<file path="src/rtl/pipe_skid_buf.sv">
// Two-entry elastic pipeline register with valid/ready on both sides and a synchronous flush.
// o_ready, o_valid and o_data all come straight from flops.
module pipe_skid_buf #(
  parameter int P_WIDTH = 32
) (
  input  logic               i_clk,
  input  logic               i_rst_n,
  input  logic               i_flush,
  input  logic               i_valid,
  output logic               o_ready,
  input  logic [P_WIDTH-1:0] i_data,
  output logic               o_valid,
  input  logic               i_ready,
  output logic [P_WIDTH-1:0] o_data,
  output logic [1:0]         o_count
);

  typedef enum logic [1:0] {
    EMPTY = 2'd0,
    BUSY  = 2'd1,
    FULL  = 2'd2
  } state_e;

  state_e               state_q, state_d;
  logic [P_WIDTH-1:0]   out_q, out_d;
  logic [P_WIDTH-1:0]   skid_q, skid_d;
  logic                 ready_q;
  logic                 valid_q;
  logic                 in_fire;
  logic                 out_fire;

  assign in_fire  = i_valid & ready_q;
  assign out_fire = valid_q & i_ready;

  // Flush wins over everything; a word arriving in a flush cycle is simply not stored.
  always_comb begin
    state_d = state_q;
    out_d   = out_q;
    skid_d  = skid_q;
    if (i_flush) begin
      state_d = EMPTY;
    end else begin
      unique case (state_q)
        EMPTY: begin
          if (in_fire) begin
            state_d = BUSY;
            out_d   = i_data;
          end
        end
        BUSY: begin
          if (in_fire && out_fire) begin
            out_d = i_data;
          end else if (in_fire) begin
            state_d = FULL;
            skid_d  = i_data;
          end else if (out_fire) begin
            state_d = EMPTY;
          end
        end
        FULL: begin
          if (out_fire) begin
            state_d = BUSY;
            out_d   = skid_q;
          end
        end
        default: state_d = EMPTY;
      endcase
    end
  end

  // Handshake flags are derived from the next state so they are registered yet never stale.
  always_ff @(posedge i_clk or negedge i_rst_n) begin
    if (!i_rst_n) begin
      state_q <= EMPTY;
      out_q   <= '0;
      skid_q  <= '0;
      ready_q <= 1'b0;
      valid_q <= 1'b0;
    end else begin
      state_q <= state_d;
      out_q   <= out_d;
      skid_q  <= skid_d;
      ready_q <= (state_d != FULL);
      valid_q <= (state_d != EMPTY);
    end
  end

  assign o_ready = ready_q;
  assign o_valid = valid_q;
  assign o_data  = out_q;
  assign o_count = state_q;

  a_count_legal: assert property (@(posedge i_clk) disable iff (!i_rst_n)
    state_q != 2'd3);

  a_full_not_ready: assert property (@(posedge i_clk) disable iff (!i_rst_n)
    (state_q == FULL) |-> !ready_q);

  a_valid_tracks_state: assert property (@(posedge i_clk) disable iff (!i_rst_n)
    valid_q == (state_q != EMPTY));

  // A stalled word must sit still until downstream takes it or a flush discards it.
  a_stall_stable: assert property (@(posedge i_clk) disable iff (!i_rst_n)
    (valid_q && !i_ready && !i_flush) |=> (valid_q && $stable(out_q)));

endmodule

</file>
<file path="config.mk">
export PLATFORM = sky130hd
export DESIGN_NAME = pipe_skid_buf
export DESIGN_NICKNAME = d
export VERILOG_FILES = /design/src/rtl/pipe_skid_buf.sv
export SDC_FILE = /design/constraint.sdc
export NUM_CORES = 1
export LEC_CHECK = 0
export BUFFER_PORTS_ARGS = -buffer_cell sky130_fd_sc_hd__clkbuf_2
export CAP_MARGIN = 20
export CORE_MARGIN = 1.5
export CORE_UTILIZATION = 34
export DETAILED_ROUTE_END_ITERATION = 10
export HOLD_SLACK_MARGIN = 0.03
export PLACE_DENSITY_LB_ADDON = 0.1
export SLEW_MARGIN = 20
export SYNTH_ARGS = -nofsm -noshare
export SYNTH_HDL_FRONTEND = slang
export SYNTH_SLANG_ARGS = --single-unit
</file>
<file path="constraint.sdc">
create_clock -name i_clk -period 3.25 [get_ports i_clk]
set_input_delay 0.65 -clock i_clk [delete_from_list [all_inputs] [get_ports i_clk]]
set_output_delay 0.65 -clock i_clk [all_outputs]
set_load 0.02 [all_outputs]
</file>
# Word-level counts from Yosys, hierarchy flattened
# Index checks and enable logic that the tools add are counted.
# word_totals
reg_bits	68
elab_cells	32
# op_classes
eq_ne	6
muxes	11
bitwise_logic	4
reduce_logical	6
# op_table
op	count
32-bit 2-to-1 mux	3
32-bit one-hot mux with 3 select lines	1
2-bit 2-to-1 mux	6
2-bit != test (second input constant)	4
2-bit one-hot mux with 3 select lines	1
5-bit AND reduction	1
4-bit AND reduction	1
3-bit nonzero test	1
1-bit bitwise AND	2
2-bit by 1-bit equality test with 1-bit output (second input constant)	1
2-bit equality test (second input constant)	1
2-bit zero test	1
1-bit NOT	2
2-bit nonzero test	1
1-bit logical AND	1

# Longest topological paths before layout
# depth
depth_word	7
ltp_mapped	4
depth_no_buf	3

# Least setup slack after synthesis
# Ideal clock, no wire load.
# synth_path
kind	reg2reg
start	reg state_q[1], in the netlist o_count[1]
end	reg out_q[3], in the netlist o_data[3]
t_arrival_ns	1.624
required_time_ns	3.122
setup_slack_ns	1.499
stages_incl_launch_ff	5
n_path_buf	1
synth_period_minus_slack_ns	1.751
path_cell_list	dfrtp_1 > nor2b_1 > buf_2 > mux2_2 > mux2_1
# synth_between
elab_chain_cells	3
elab_cells_between_ends	9
# synth_lines
item	line_no	rtl
start, declared	24	state_e state_q, state_d;
start signal, assigned	80	state_q <= state_d;
2-bit by 1-bit equality test with 1-bit output, or another cell as far along	43	unique case (state_q)
2-bit != test (no source line) / 3-bit nonzero test (equally long branches)	-	
5-bit AND reduction (no source line)	-	
end signal, assigned	81	out_q <= out_d;
end, declared	25	logic [P_WIDTH-1:0] out_q, out_d;
# Several ways; a longest one is shown, not always the timed one.
# A chain may end at the register's enable or synchronous reset.

# Worst setup path in the final report
# layout_path
start	reg state_q[0], in the netlist o_count[0]
end	reg skid_q[20]
# layout_between
elab_chain_cells	2
# layout_lines
item	line_no	rtl
2-bit by 1-bit equality test with 1-bit output	43	
4-bit AND reduction (no source line)	-	
end signal, assigned	82	skid_q <= skid_d;
end, declared	26	logic [P_WIDTH-1:0] skid_q, skid_d;
# Every way passes these cells.

==> impl_metrics.yaml <==
status:
  outcome: "finished, final reports clean"
timing:
  rsz0062_at_grt: "false"
  setup_tns_ns: 0
  finalMaxSlewViolations: 0
  slew_headroom: 0.416
  skew_ns: 0.00482
  finalCriticalPeriod_ns: 2.19
  setup_slack_ns: 1.06
  finalHoldViolCount: 0
  fmax_ghz: 0.456
  final.period_utilization: 0.675
  worst_pin_slew_ns: 0.877
  finalSetupViolCount: 0
clock_network:
  cts_hold_buf: 0
  cts.path.max_buffers: 2
  cts_resized: 0
  cts_inserted_buffers: 9
  clk_pin_slew_ns: 0.07
  cts_tree: "built"
  post_cts_buffers: 0
  numClockSinks: 68
  htree_levels: 3
  clock-root-buffer: "clkbuf_8"
  clk_latency_ns: 0.33
logic_synthesis:
  ys_ff_latch: 68
  synth.most_common_cell: "mux2_2"
  synthCells: 189
  synth_edf_count: 0
  synth.net_count: 226
  async_flop_share: 1.00
  synth_top_area_frac: 0.570
  synthDistinctLibCells: 20
  synth_area_um2: 2980
  synth_top_area_cell: "dfrtp_1"
  ys_seq_area_frac: 0.570
  synth-warning-count: 0
  synthTopCellsByArea: "dfrtp_1, mux2_2, buf_2, o32ai_4, buf_4"
  synth_common_cells: "mux2_2, dfrtp_1, buf_2"
  synth.avg_cell_area_um2: 15.8
  synthFlopType: "dfrtp_1"
global_routing:
  grt_pass1_wl_mm: 9.71
  grt_antenna_before_repair: 0
  overflow: 0
  grt_pass1_vias: 1862
  grt_usage: 0.132
  grt_max_degree: 69
setup_path:
  critical_path_class: "flop to flop"
  cp_max_fo: 18
  required_ns: 3.47
  critPathBufInv: 1
  cp_slowest_cell: "nand4_2"
  crit_family: "simple AND/OR/NAND/NOR gates"
  cp.arrival_ns: 2.41
  crit_chain: "a21boi_4 -> nand4_2 -> buf_4 -> mux2_2"
  endpoint_kind: "flop"
  start_kind: "flop"
  crit_path_max_incr_delay_ns: 0.55
drt:
  ant_nets: 0
  firstDrtPassIters: 4
  vias_per_cell: 4.73
  drt-initial-drc-count: 86
  routed.top_layer: "met4"
  drc: 0
  wl_met1_mm: 2.73
  dr_wl_met3_um: 392
  vias: 1773
  routedWlPerCell_um: 15.2
  routed_wl_mm: 5.71
  dr_wl_met2_mm: 2.53
floorplanning:
  die_x_um: 96.7
  core_area_um2: 8340
  num_rows: 33
  die_y_um: 96.7
  initial_core_util: 0.358
  ios: 73
  die_area_um2: 9350
cells_and_area:
  regArea_um2: 1700
  layout-drive-gt1-share: 0.693
  area_growth_pct: 22.8
  fin_nets: 304
  nFillCells: 807
  multiInputGateArea_um2: 1230
  diodes: 0
power:
  power.leakage_uw: 0.00167
  powerDensity_nw_per_um2: 748
  power.total_uw: 2740
  ir_drop_mv: 0.341
placed_design:
  portBuffers: 72
  place_ws_ns: 0.819
  hpwl_mm: 3.80
  gp_congestion: 0.772
worst_hold_path:
  min_path_type: "flop to flop"
job:
  maxCapViolCount: 0
-- placed cells by master (no fill, tap or decap) --
| cell | instances |
|---|---|
| nor2b_4 | 1 |
| buf_2 | 1 |
| nor4bb_1 | 1 |
| nand4_1 | 1 |
| bufinv_16 | 1 |
| nand4_2 | 1 |
| inv_1 | 1 |
| mux2_1 | 2 |
| nand2_1 | 1 |
| clkbuf_2 | 71 |
| mux2_2 | 94 |
| o21ai_0 | 1 |
| nand4bb_1 | 1 |
| nor2_1 | 1 |
| a21boi_4 | 1 |
| buf_12 | 1 |
| o32ai_4 | 1 |
| a221o_1 | 1 |
| a211oi_1 | 2 |
| nand2b_1 | 1 |
| clkbuf_8 | 11 |
| clkinv_2 | 1 |
| nand4b_1 | 1 |
| clkbuf_1 | 1 |
| dfrtp_1 | 68 |
| buf_4 | 3 |
-- per-layer routing --
metal  up-vias  GRT usage
met5         -          0
met4         0     0.0368
met3         7     0.0592
met2        57      0.188
met1       866      0.182
li1        843          -
-- flip-flops by register name (all words and copies together) (netlist names) --
| register | flops |
|---|---|
| o_valid | 1 |
| skid_q | 32 |
| o_ready | 1 |
| o_data | 32 |
| o_count | 2 |
-- final cells by class --
type	instances	area share
well taps	105	0.0359
inverters	1	0.00102
clock buffers	12	0.0423
flip-flops and latches	68	0.464
repair buffers	76	0.110
clock inverters	2	0.00956
multi-input cells	111	0.337
-- worst paths after layout --
path                       slack, ns          to       start  cells past startpoint
setup / recovery                1.06  skid_q[20]  o_count[0]                      4
hold / removal                  0.49  o_data[30]  o_data[30]                      1
min in group asynchronous       0.52  skid_q[29]     i_rst_n                      2
max in group asynchronous       2.17  skid_q[15]     i_rst_n                      2
setup reg to reg                1.06  skid_q[20]  o_count[0]                      4
hold reg to reg                 0.49  o_data[30]  o_data[30]                      1
-- report_power, final --
part / internal, µW / total (µW) / switching (µW)
logic: 387 / 760 / 374
registers: 1150 / 1300 / 145
clock network: 387 / 683 / 296
-- cell families after synthesis --
group,after synthesis,share of synthesized area
DFF,68,0.570
buffers and inverters,10,0.0189
AOI/OAI and AO/OA,6,0.0256
and+or+nand+nor,9,0.0231
muxes,96,0.362
-- stage by stage --
stage	hold slack, ns	utilization	cell area (µm²)	std cells
floorplan	0.354	-	2980	189
global placement	0.469	0.416	3470	361
detailed placement	0.480	0.416	3470	361
CTS	0.497	0.439	3660	375
global route	0.512	0.439	3660	375
finish	0.495	0.439	3660	375
Power figures use the tool's default switching activity.
